<file path="src/rtl/dbus_bridge.sv">
// Data-memory bus bridge: turns the core's single-cycle SRAM-style access into a cyc/stb/ack bus
// transaction and stalls the pipeline until it completes. Optional bus timeout: DBUS_BRIDGE_TIMEOUT_EN.
module dbus_bridge #(
  parameter int unsigned TIMEOUT_CYCLES = 255,
  parameter logic [31:0] TIMEOUT_DATA   = 32'hDEADBEEF
) (
  input  logic        clk,
  input  logic        rst,
  input  logic        cpu_ce_i,
  input  logic        cpu_we_i,
  input  logic [31:0] cpu_addr_i,
  input  logic [3:0]  cpu_sel_i,
  input  logic [31:0] cpu_data_i,
  input  logic        cpu_hold_i,
  output logic [31:0] cpu_data_o,
  output logic        stallreq_o,
  output logic        bus_cyc_o,
  output logic        bus_stb_o,
  output logic        bus_we_o,
  output logic [31:0] bus_addr_o,
  output logic [3:0]  bus_sel_o,
  output logic [31:0] bus_data_o,
  input  logic [31:0] bus_data_i,
  input  logic        bus_ack_i,
  output logic        bus_err_o
);

  typedef enum logic [1:0] {
    IDLE = 2'd0,
    BUSY = 2'd1,
    DONE = 2'd2
  } state_t;

  state_t      state;
  state_t      state_next;
  logic        stall;
  logic        ack_hit;
  logic        timeout_hit;
  logic        req_we;
  logic [29:0] req_word;
  logic [3:0]  req_sel;
  logic [31:0] req_data;
  logic [31:0] rdata_q;
  logic        addr_lsb_unused;

  assign ack_hit         = (state == BUSY) && bus_ack_i;
  assign addr_lsb_unused = ^cpu_addr_i[1:0];

`ifdef DBUS_BRIDGE_TIMEOUT_EN
  localparam logic [15:0] TIMEOUT_LAST = 16'(TIMEOUT_CYCLES - 1);

  logic [15:0] wait_cnt;
  logic        err_q;

  // Fires in the last allowed BUSY cycle; an ack in that same cycle takes priority.
  assign timeout_hit = (state == BUSY) && !bus_ack_i && (wait_cnt == TIMEOUT_LAST);

  always_ff @(posedge clk or negedge rst) begin
    if (!rst) begin
      wait_cnt <= '0;
      err_q    <= 1'b0;
    end else begin
      err_q <= timeout_hit;
      if (state != BUSY) begin
        wait_cnt <= '0;
      end else if (!bus_ack_i) begin
        wait_cnt <= wait_cnt + 16'd1;
      end
    end
  end

  assign bus_err_o = err_q;
`else
  logic [15:0] timeout_cfg_unused;

  assign timeout_cfg_unused = 16'(TIMEOUT_CYCLES);
  assign timeout_hit        = 1'b0;
  assign bus_err_o          = 1'b0;
`endif

  always_ff @(posedge clk or negedge rst) begin
    if (!rst) begin
      state <= IDLE;
    end else begin
      // NOTE: state registers use non-blocking assignments so every flop samples pre-edge values.
      state <= state_next;
    end
  end

  // NOTE: every output of this block gets a default first, so no path can infer a latch.
  always_comb begin
    state_next = state;
    stall      = 1'b0;
    case (state)
      IDLE: begin
        stall = cpu_ce_i;
        if (cpu_ce_i) state_next = BUSY;
      end
      BUSY: begin
        stall = 1'b1;
        if (ack_hit || timeout_hit) state_next = DONE;
      end
      DONE: begin
        if (!cpu_hold_i) state_next = IDLE;
      end
      default: state_next = IDLE;
    endcase
  end

  // Request is captured once on acceptance so later CPU input changes cannot leak onto the bus.
  always_ff @(posedge clk or negedge rst) begin
    if (!rst) begin
      req_we   <= 1'b0;
      req_word <= '0;
      req_sel  <= '0;
      req_data <= '0;
      rdata_q  <= '0;
    end else begin
      if (state == IDLE && cpu_ce_i) begin
        req_we   <= cpu_we_i;
        req_word <= cpu_addr_i[31:2];
        req_sel  <= cpu_sel_i;
        req_data <= cpu_data_i;
      end
      if (!req_we) begin
        if (ack_hit) begin
          rdata_q <= bus_data_i;
        end else if (timeout_hit) begin
          rdata_q <= TIMEOUT_DATA;
        end
      end
    end
  end

  // Stall is gated by reset so the IDLE pass-through of cpu_ce_i stays quiet while held in reset.
  assign stallreq_o = stall & rst;
  assign cpu_data_o = rdata_q;
  assign bus_cyc_o  = (state == BUSY);
  assign bus_stb_o  = (state == BUSY);
  assign bus_we_o   = req_we;
  assign bus_addr_o = {req_word, 2'b00};
  assign bus_sel_o  = req_sel;
  assign bus_data_o = req_data;

endmodule

</file>
<file path="config.mk">
export PLATFORM = sky130hd
export DESIGN_NAME = dbus_bridge
export DESIGN_NICKNAME = d
export VERILOG_FILES = /design/src/rtl/dbus_bridge.sv
export SDC_FILE = /design/constraint.sdc
export NUM_CORES = 1
export LEC_CHECK = 0
export CAP_MARGIN = 10
export CORE_MARGIN = 3
export CORE_UTILIZATION = 42
export DETAILED_ROUTE_END_ITERATION = 16
export PLACE_DENSITY = 0.82
export SETUP_SLACK_MARGIN = 0.5
export SKIP_CTS_REPAIR_TIMING = 1
export SYNTH_ARGS = -nofsm -noshare
export SYNTH_HDL_FRONTEND = slang
export SYNTH_SLANG_ARGS = --single-unit
</file>
<file path="constraint.sdc">
create_clock -name clk -period 2.4 [get_ports clk]
set_input_delay 0.48 -clock clk [delete_from_list [all_inputs] [get_ports clk]]
set_output_delay 0.48 -clock clk [all_outputs]
set_load 0.01 [all_outputs]
</file>
Yosys cells after proc, flatten, opt, wreduce, memory -nomap -nowiden
Index checks and enable logic that the tools add are counted.
W data, S select, Z words.
{"block": "classes", "n_eq_ne": 5, "n_mux": 5, "bitwise_logic": 2, "reduce_logical": 5}
{"cell": "$mux W2", "n": 3}
{"cell": "$pmux W2 S3", "n": 1}
{"cell": "$ne A2 B2 Y1 const B", "n": 2}
{"cell": "$reduce_and A3 Y1", "n": 1}
{"cell": "$eq A2 B1 Y1 const B", "n": 1}
{"cell": "$eq A2 B2 Y1 const B", "n": 1}
{"cell": "$logic_and A1 B1 Y1", "n": 2}
{"cell": "$logic_not A2 Y1", "n": 1}
{"cell": "$ne A2 B1 Y1 const B", "n": 1}
{"cell": "$pmux W1 S2", "n": 1}
{"cell": "$reduce_and A2 Y1", "n": 1}
{"cell": "$and A1 B1 Y1", "n": 1}
{"cell": "$not A1 Y1", "n": 1}
{"block": "totals", "regBits": 101, "output_inout_bits": 105, "wordCells": 23}

Longest topological paths before layout
Gate-level depths: netlist of run 1.
{"block": "logic_depth", "word_depth": 4, "ltp_mapped": 4}

Worst setup path before layout of run 1
No wires, ideal clock.
{"block": "synth_timing", "path_kind": "input port to flip-flop", "from": "input bus_ack_i", "to": "register rdata_q[10] (netlist: cpu_data_o[10])", "setup_time_ns": 0.127, "arrival_ns": 1.351, "t_required_ns": 2.273, "slack_ns": 0.921, "path_stages": 4, "path_buffers": 2, "cell_sequence": "nor4bb_1 -> buf_2 -> buf_6 -> mux2_1"}
{"block": "synth_between", "elab_chain_len": 2}
{"item": "from (decl)", "line": "24", "rtl": "input logic bus_ack_i,"}
{"item": "$logic_and A1 B1 Y1", "line": "46", "rtl": "assign ack_hit = (state == BUSY) && bus_ack_i;"}
{"item": "$reduce_and A2 Y1 (no source line)"}
{"item": "to (signal assigned)", "line": "127", "rtl": "rdata_q <= bus_data_i;"}
{"item": "to (decl)", "line": "43", "rtl": "logic [31:0] rdata_q;"}
No other way between the ends.
A chain may end at the register's enable or synchronous reset.

Worst setup path after layout of run 1
{"block": "layout_timing", "from": "register state[1]", "to": "output stallreq_o"}
{"block": "layout_between", "elab_chain_len": 3, "elab_cells_between_ends": 4}
{"item": "from (decl)", "line": "34", "rtl": "state_t state;"}
{"item": "from (signal assigned)", "line": "86", "rtl": "state <= state_next;"}
{"item": "$eq A2 B1 Y1 / $logic_not A2 Y1 (equally long branches)", "line": "94", "rtl": "case (state)"}
{"item": "$pmux W1 S2 (*)", "line": "94"}
{"item": "$and A1 B1 Y1 (*)", "line": "136", "rtl": "assign stallreq_o = stall & rst;"}
{"item": "to (decl)", "line": "16", "rtl": "output logic stallreq_o,"}
Every way passes the cells marked *; elsewhere a longest branch is shown, timed or not.

==> run metrics, run 1 <==
result of the run=complete, no violations; Initial DRT Pass Iterations=4; wire length of the first global-routing pass=14200 um; Least-Margin Pin Slew=728 ps; # IOs=~210; Bufs on Longest Clock Path=2; area used by sequential logic in the layout=0.00253 mm2; total instance count after detailed placement=531; number of antenna-violating nets in the routed design=0; period utilization=77.3%; vertical die dimension=102 um; port buffer count=205; most common cell after layout, fill and taps aside=sky130_fd_sc_hd__clkdlybuf4s50_1; clock tree from TritonCTS=built; clock sink count=101; worst max-slew margin expressed relative to the limit=51.5%; combined area of all synthesized cells=0.00384 mm2; Max Fanout on Critical Path=4; H-Tree Depth=3; antenna cells=0; clock tree skew after final layout=10.4 ps; vias per inst=4.81; post-route setup TNS=0 ps; effective utilization at floorplan=between 40% and 50%; launch instance of the worst register-to-register path=state[0]$_DFFE_PN0P_; P_leak=0.00260 uW; total routed wirelength=9190 um; portion of the post-synthesis area used by sequential elements=65.9%; post-layout util=70.6%; combined global-route utilization of all metal layers=between 10% and 20%; CTS clock-pin slew for the worst setup and hold paths=approximately 90 ps; die area=0.0103 mm2; layout cell share with drive strength beyond 1=22.4%; initial antenna violation count=0; post-route minimum period=1850 ps; area overhead of the layout relative to synthesis=62.1%; type of the worst setup path=reg -> out; number of distinct standard cells referenced by the synthesized netlist=17; final non-filler cell total=550; startpoint of the most critical setup path=state[1]$_DFFE_PN0P_; ratio of total power to cell area=between 1000 and 1500 mW/mm2; post-detailed-placement half-perimeter wirelength=slightly above 7000 um; final setup margin=roughly 550 ps; final count of hold timing violations=0; Routability Congestion=around 0.7; R2R setup slack=730 ps; RSZ-0062 raised after global routing=yes; #FFs+latches synth=around 100; Worst R2R Path Depth=4; Post-Place Worst Slack=181 ps; cell count after synthesis=226; maximum number of pins on one net before global-route repair=60; arrival time at the worst endpoint=1370 ps; Final Setup Violations=0; FP Rows=34; highest attainable clock frequency=539 MHz; final-stage net count=543; die width=102 um; average wire length per cell after detail routing=16.7 um; count of pins over their slew limit=0; commonest cells after routing, fill and taps aside=sky130_fd_sc_hd__clkdlybuf4s50_1 (201), sky130_fd_sc_hd__dfrtp_1 (99), sky130_fd_sc_hd__mux2_2 (69); sum of overflow across all layers after global routing=0; Filler Cell Count=652; vias in the first global route=about 2900; placeable core region=0.00881 mm2; sort of element at the end of the critical path=output pin; Setup crit start kind=register; number of DRC markers after the initial detailed-route iteration=55; worst min-delay path class=in -> async; termination of the worst setup path=stallreq_o; mean instance size in the synthesized netlist=about 17 um2; VDD IR-drop max=0.725 mV; Max-Cap Viols=0; TritonCTS buffer count=9; number of warnings reported in the yosys synthesis log=0; endpoint of the most critical register-to-register path=req_word[18]$_DFFE_PN0P_; clock insertion delay at the later pin of the skew report=350 ps; root buffer cell=sky130_fd_sc_hd__clkbuf_8; area taken by multi-input logic gates=around 0.0012 mm2; Via Count=2645; Crit path required time=between 1500 and 2000 ps; DRC violation count after routing=0
-- sequential cells by signal, summed over array words and instances, names as in the netlist --
signal,count
state,2
cpu_data_o,32
req_word,30
bus_data_o,32
bus_we_o,1
bus_sel_o,4
-- kinds of logic (layout without fill, tap and decap cells) --
kind of cell / Yosys count / count (layout) / synth area share (%)
simple gates: 6 / 6 / 1.14
compound gates: 3 / 3 / 0.456
buf+inv: 16 / 230 / 3.36
mux: 99 / 99 / 29.1
flops: 101 / 101 / 65.9
other cells: 1 / 3 / 0.0978
-- per-layer routing --
layer	track usage (%)	wire, um	part of all wire (%)
met3	6.20	814	8.9
met5	0	0	0
met2	31.1	4760	52
met4	5.32	99	1.1
met1	20.2	3520	38
-- report_power, final --
| part | total [uW] | switching (uW) | internal [uW] |
|---|---|---|---|
| registers | 3010 | 438 | 2580 |
| clock network | 1070 | 587 | 488 |
| logic | 3830 | 1370 | 2460 |
| total | 7920 | 2390 | 5530 |
-- synth_stat cells --
master                     count  area [um2]
sky130_fd_sc_hd__a21oi_1       1        5.00
sky130_fd_sc_hd__buf_2         4        20.0
sky130_fd_sc_hd__buf_4         5        37.5
sky130_fd_sc_hd__buf_6         6        67.6
sky130_fd_sc_hd__conb_1        1        3.75
sky130_fd_sc_hd__dfrtp_1     101        2530
sky130_fd_sc_hd__inv_1         1        3.75
sky130_fd_sc_hd__mux2_1       30         338
sky130_fd_sc_hd__mux2_2       69         777
sky130_fd_sc_hd__nand2_1       1        3.75
sky130_fd_sc_hd__nand3b_1      1        7.51
sky130_fd_sc_hd__nor2_1        1        3.75
sky130_fd_sc_hd__nor2b_1       1        6.26
sky130_fd_sc_hd__nor3b_2       1        12.5
sky130_fd_sc_hd__nor4bb_1      1        10.0
sky130_fd_sc_hd__o21ai_0       1        5.00
sky130_fd_sc_hd__o21bai_1      1        7.51
-- worst min path at each step --
stage	start	to	slack (ps)	depth (start not counted)
2_1_floorplan	rst	bus_data_o[0]$_DFFE_PN0P_	180	0
3_3_place_gp	cpu_data_o[23]$_DFFE_PN0P_	cpu_data_o[23]$_DFFE_PN0P_	470	1
3_5_place_dp	cpu_data_o[11]$_DFFE_PN0P_	cpu_data_o[11]$_DFFE_PN0P_	470	1
4_1_cts	rst	cpu_data_o[1]$_DFFE_PN0P_	200	2
5_1_grt	rst	cpu_data_o[4]$_DFFE_PN0P_	220	2
6_report	rst	cpu_data_o[2]$_DFFE_PN0P_	200	2
-- final cells by class --
cell class              count  share of cell area, %
clock buffers               9                   1.99
clock inverters             7                   1.19
multi-input cells         111                   19.5
inverters                   1                 0.0603
repair buffers            213                   34.4
flip-flops and latches    101                   40.7
well taps                 108                   2.17
-- stage by stage --
step | hold slack [ps] | area [um2] | power [uW]
2_1_floorplan | 184 | 3840 | 4640
3_3_place_gp | 466 | 5990 | 6770
3_5_place_dp | 474 | 5990 | 6910
4_1_cts | 202 | 6180 | 8010
5_1_grt | 224 | 6220 | 8420
6_report | 200 | 6220 | 7920
-- worst max-delay path, stage by stage, from the launching register on --
cell	delay [ps]
sky130_fd_sc_hd__dfrtp_2	440
sky130_fd_sc_hd__buf_4	160
sky130_fd_sc_hd__o21bai_1	170
sky130_fd_sc_hd__nor2_1	90
sky130_fd_sc_hd__dlymetal6s2s_1	180
(Power assumes the default switching activity.)
==> run 2: changes to the inputs <==
- CORE_UTILIZATION: 42 -> 39
- PLACE_DENSITY: 0.82 -> 0.77
- clock period: 2.4 -> 1.86 ns (I/O delays scaled with it)
==> run metrics, run 2 (same netlist as run 1, synthesis figures left out) <==
final-stage net count=562 (+3.5%); effective utilization at floorplan=40.7% (-2.8 points); vias per inst=4.69 (-2.4%); VDD IR-drop max=0.935 mV (+29%); Max-Cap Viols=0 (unchanged); root buffer cell=sky130_fd_sc_hd__clkbuf_8; Final Setup Violations=0 (unchanged); number of DRC markers after the initial detailed-route iteration=73 (+33%); clock tree skew after final layout=15.7 ps (+5.34 ps); sort of element at the end of the critical path=register; period utilization=~93%; post-detailed-placement half-perimeter wirelength=6960 um (-2.0%); die area=0.0111 mm2 (+7.2%); H-Tree Depth=3 (unchanged); Post-Place Worst Slack=-109 ps (-290 ps); worst min-delay path class=in -> async; average wire length per cell after detail routing=19.6 um (+17%); clock insertion delay at the later pin of the skew report=350 ps (about the same); Routability Congestion=0.708 (+3.0%); maximum number of pins on one net before global-route repair=102 (+70%); final count of hold timing violations=0 (unchanged); commonest cells after routing, fill and taps aside=sky130_fd_sc_hd__clkdlybuf4s50_1 (102), sky130_fd_sc_hd__dfrtp_1 (99), sky130_fd_sc_hd__dlymetal6s2s_1 (98); placeable core region=0.00942 mm2 (+6.9%); total routed wirelength=11500 um (+25%); TritonCTS buffer count=9 (unchanged); area overhead of the layout relative to synthesis=85.0%; vertical die dimension=105 um (+3.6%); Crit path required time=2090 ps (+170 ps); clock sink count=101 (unchanged); combined global-route utilization of all metal layers=16.4% (-1.2 points); final setup margin=128 ps (-418 ps); vias in the first global route=2831 (-1.3%); post-route minimum period=1730 ps; type of the worst setup path=in -> reg; CTS clock-pin slew for the worst setup and hold paths=100 ps (about the same); Via Count=2770 (+4.7%); antenna cells=0 (unchanged); number of antenna-violating nets in the routed design=0 (unchanged); Bufs on Longest Clock Path=2 (unchanged); die width=105 um (+3.6%); Least-Margin Pin Slew=525 ps (-203 ps); Worst R2R Path Depth=5 (+1); Max Fanout on Critical Path=8 (+4); Worst Hold Slack=86.4 ps (-114 ps); arrival time at the worst endpoint=1960 ps (+590 ps); initial antenna violation count=0 (unchanged); RSZ-0062 raised after global routing=yes; clock tree from TritonCTS=built; Initial DRT Pass Iterations=4 (unchanged); port buffer count=205 (unchanged); Setup crit start kind=input port; layout cell share with drive strength beyond 1=32.8% (+10 points); most common cell after layout, fill and taps aside=sky130_fd_sc_hd__clkdlybuf4s50_1; DRC violation count after routing=0 (unchanged); # IOs=211 (unchanged); result of the run=complete, no violations; wire length of the first global-routing pass=14400 um (+1.3%); highest attainable clock frequency=roughly 580 MHz; ratio of total power to cell area=1590 mW/mm2 (+25%); P_leak=0.00390 uW (+50%); worst max-slew margin expressed relative to the limit=65.0% (+14 points); sum of overflow across all layers after global routing=0 (unchanged); count of pins over their slew limit=0 (unchanged); FP Rows=35 (+2.9%)
[run 2: worst paths after layout]
path	start	endpoint	slack (ps)
setup / recovery	cpu_ce_i	req_word[16]$_DFFE_PN0P_	130
hold / removal	rst	cpu_data_o[2]$_DFFE_PN0P_	90
setup reg to reg	state[1]$_DFFE_PN0P_	req_word[16]$_DFFE_PN0P_	160
hold reg to reg	req_word[22]$_DFFE_PN0P_	req_word[22]$_DFFE_PN0P_	510
max in group asynchronous	rst	state[0]$_DFFE_PN0P_	1350
min in group clk	req_word[22]$_DFFE_PN0P_	req_word[22]$_DFFE_PN0P_	510
[run 2: layout make-up]
type                            count  area, um2
Multi-Input combinational cell    111       1490
Inverter                            1       3.75
Timing Repair Buffer              232       2740
Sequential cell                   101       2530
Clock buffer                       12        145
Fill cell                         603       2320
Tap cell                          129        161
Clock inverter                      4       32.5
[run 2: metal layers]
| layer | up-vias | share of wire (%) | track usage, % | routed length [um] |
|---|---|---|---|---|
| met3 | 4 | 6.9 | 7.66 | 797 |
| met1 | 1412 | 38 | 18.3 | 4410 |
| met5 | - | 0 | 0 | 0 |
| met4 | 0 | 0.55 | 3.37 | 64 |
| li1 | 1241 | - | - | - |
| met2 | 113 | 54 | 28.8 | 6260 |
[run 2: power by group]
part           internal (uW)  switching [uW]  leakage [uW]
combinational           3940            2110       0.00262
clock                    534             759     0.0000832
sequential              3330             600       0.00119
[run 2: critical path, cell delays in order]
cell and delay [ps]:
sky130_fd_sc_hd__clkdlybuf4s50_1 550, sky130_fd_sc_hd__nor3b_4 340, sky130_fd_sc_hd__clkbuf_16 230, sky130_fd_sc_hd__clkbuf_16 170
sky130_fd_sc_hd__mux2_4 300
[run 2: stage by stage]
stage / instance area [um2] / power, uW / instances / utilization, % / setup TNS (ps)
after floorplan: 3870 / 6040 / 228 / - / 0
after global placement: 6070 / 8840 / 554 / 64.5 / -6890
after detailed placement: 6070 / 9010 / 554 / 64.5 / -7350
after CTS: 6250 / 10300 / 570 / 66.3 / -561
after global routing: 7100 / 11900 / 590 / 75.4 / 0
final: 7100 / 11300 / 590 / 75.4 / 0
==> run 3: changes to the inputs <==
- CORE_MARGIN: 3 -> 8
- SLEW_MARGIN: unset -> 20
==> run metrics, run 3 (same netlist as run 1, synthesis figures left out) <==
endpoint of the most critical register-to-register path=cpu_data_o[18]$_DFFE_PN0P_; sort of element at the end of the critical path=register; highest routing layer actually used=met4; die width=115 um (+9.5%); Max Fanout on Critical Path=8 (unchanged); arrival time at the worst endpoint=1860 ps (-100 ps); Via Count=2721 (-1.8%); Filler Cell Count=638 (+5.8%); worst max-slew margin expressed relative to the limit=59.1% (-6.0 points); sum of met2 wire segment lengths after detailed routing=6100 um (-2.6%); CTS clock-pin slew for the worst setup and hold paths=90 ps (about the same); Routability Congestion=0.765 (+8.0%); effective utilization at floorplan=39.6% (-1.1 points); placeable core region=0.00968 mm2 (+2.9%); antenna cells=0 (unchanged); critical-path cell list=buf_4 > nor4bb_4 > buf_6 > clkbuf_16 > mux2_4; Final Setup Violations=0 (unchanged); critical path's slowest cell=sky130_fd_sc_hd__dfrtp_2; sum of overflow across all layers after global routing=0 (unchanged); launch instance of the worst register-to-register path=state[1]$_DFFE_PN0P_; combined global-route utilization of all metal layers=15.9% (-0.60 points); result of the run=complete, no violations; vertical die dimension=115 um (+9.5%); clock tree from TritonCTS=built; average wire length per cell after detail routing=19.6 um (+0.14%); stages on the worst setup path=5 (unchanged); final non-filler cell total=589 (-0.17%); area taken by multi-input logic gates=0.00137 mm2 (-8.0%); Initial DRT Pass Iterations=4 (unchanged); initial antenna violation count=0 (unchanged); clock tree skew after final layout=7.23 ps (-8.50 ps); maximum number of pins on one net before global-route repair=56 (-45%); total routed wirelength=11500 um (about the same); VDD IR-drop max=0.917 mV (-1.9%); Max-Cap Viols=0 (unchanged); number of DRC markers after the initial detailed-route iteration=96 (+32%); CP delay by family, top=buffers and inverters; total instance count after detailed placement=564 (+1.8%); R2R setup slack=240 ps (+80 ps); Crit path required time=2100 ps (about the same); final count of hold timing violations=0 (unchanged); ratio of total power to cell area=1560 mW/mm2 (-1.6%); FP Rows=36 (+2.9%); number of antenna-violating nets in the routed design=0 (unchanged); Setup crit start kind=register; vias per inst=4.62 (-1.6%); area used by sequential logic in the layout=0.00253 mm2 (unchanged); layout cell share with drive strength beyond 1=31.6% (-1.2 points); post-route setup TNS=0 ps (unchanged); commonest cells after routing, fill and taps aside=sky130_fd_sc_hd__clkdlybuf4s50_1 (102), sky130_fd_sc_hd__dfrtp_1 (99), sky130_fd_sc_hd__dlymetal6s2s_1 (99); period utilization=87.2% (-5.9 points); vias in the first global route=2924 (+3.3%); startpoint of the most critical setup path=state[1]$_DFFE_PN0P_; Least-Margin Pin Slew=614 ps (+89.5 ps); P_leak=0.00374 uW (-4.1%); post-detailed-placement half-perimeter wirelength=8300 um (+19%); Crit path buffers/inverters=3 (unchanged); TritonCTS buffer count=9 (unchanged); DRC violation count after routing=0 (unchanged); worst min-delay path class=in -> async; highest attainable clock frequency=616 MHz (+6.7%); Max stage delay on crit path=440 ps (-110 ps); clock insertion delay at the later pin of the skew report=350 ps (about the same); type of the worst setup path=reg -> reg; most common cell after layout, fill and taps aside=sky130_fd_sc_hd__clkdlybuf4s50_1; port buffer count=205 (unchanged); die area=0.0133 mm2 (+20%); routed wl met3=1020 um (+28%); sum of routed wire segments on met1=4230 um (-4.2%); # IOs=211 (unchanged); wire length of the first global-routing pass=16000 um (+11%); clock sink count=101 (unchanged); Worst R2R Path Depth=5 (unchanged); H-Tree Depth=3 (unchanged); Bufs on Longest Clock Path=2 (unchanged); RSZ-0062 raised after global routing=yes; count of pins over their slew limit=0 (unchanged); area overhead of the layout relative to synthesis=77.9%; post-route minimum period=1620 ps (-109 ps); root buffer cell=sky130_fd_sc_hd__clkbuf_8; final-stage net count=558 (-0.71%)
==> run 3: where the power goes <==
group	switching (uW)	internal, uW
sequential	565	3330
combinational	1980	3500
clock	696	590
total	3250	7420
==> run 3: final cells by class <==
class | count | share of cell area (%)
repair buffers | 228 | 37.8
flip-flops and latches | 101 | 37.1
multi-input cells | 111 | 20.1
clock buffers | 14 | 2.53
well taps | 133 | 2.44
clock inverters | 1 | 0.0733
inverters | 1 | 0.0550
==> run 3: per-stage QoR <==
step                util (%)  hold WS (ps)  power [uW]  worst slack, ps  area (um2)
floorplan                  -          76.4        6040              433        3870
global placement        63.2           466        8990             -141        6120
detailed placement      63.2           474        9150             -158        6120
CTS                     65.0           133       10500             -301        6300
global route            70.5           152       11300              175        6830
finish                  70.5           120       10700              237        6830
==> run 3: worst max-delay path by stage <==
stage | slack, ps | endpoint
finish | 240 | cpu_data_o[18]$_DFFE_PN0P_
global route | 180 | cpu_data_o[7]$_DFFE_PN0P_
CTS | -300 | bus_stb_o
detailed placement | -160 | stallreq_o
global placement | -140 | stallreq_o
floorplan | 430 | cpu_data_o[10]$_DFFE_PN0P_
==> run 3: layer usage <==
layer	GRT usage, %	vias to the layer above
li1	-	1229
met1	16.8	1369
met2	27.4	110
met3	7.25	13
met4	5.34	0
met5	0	-
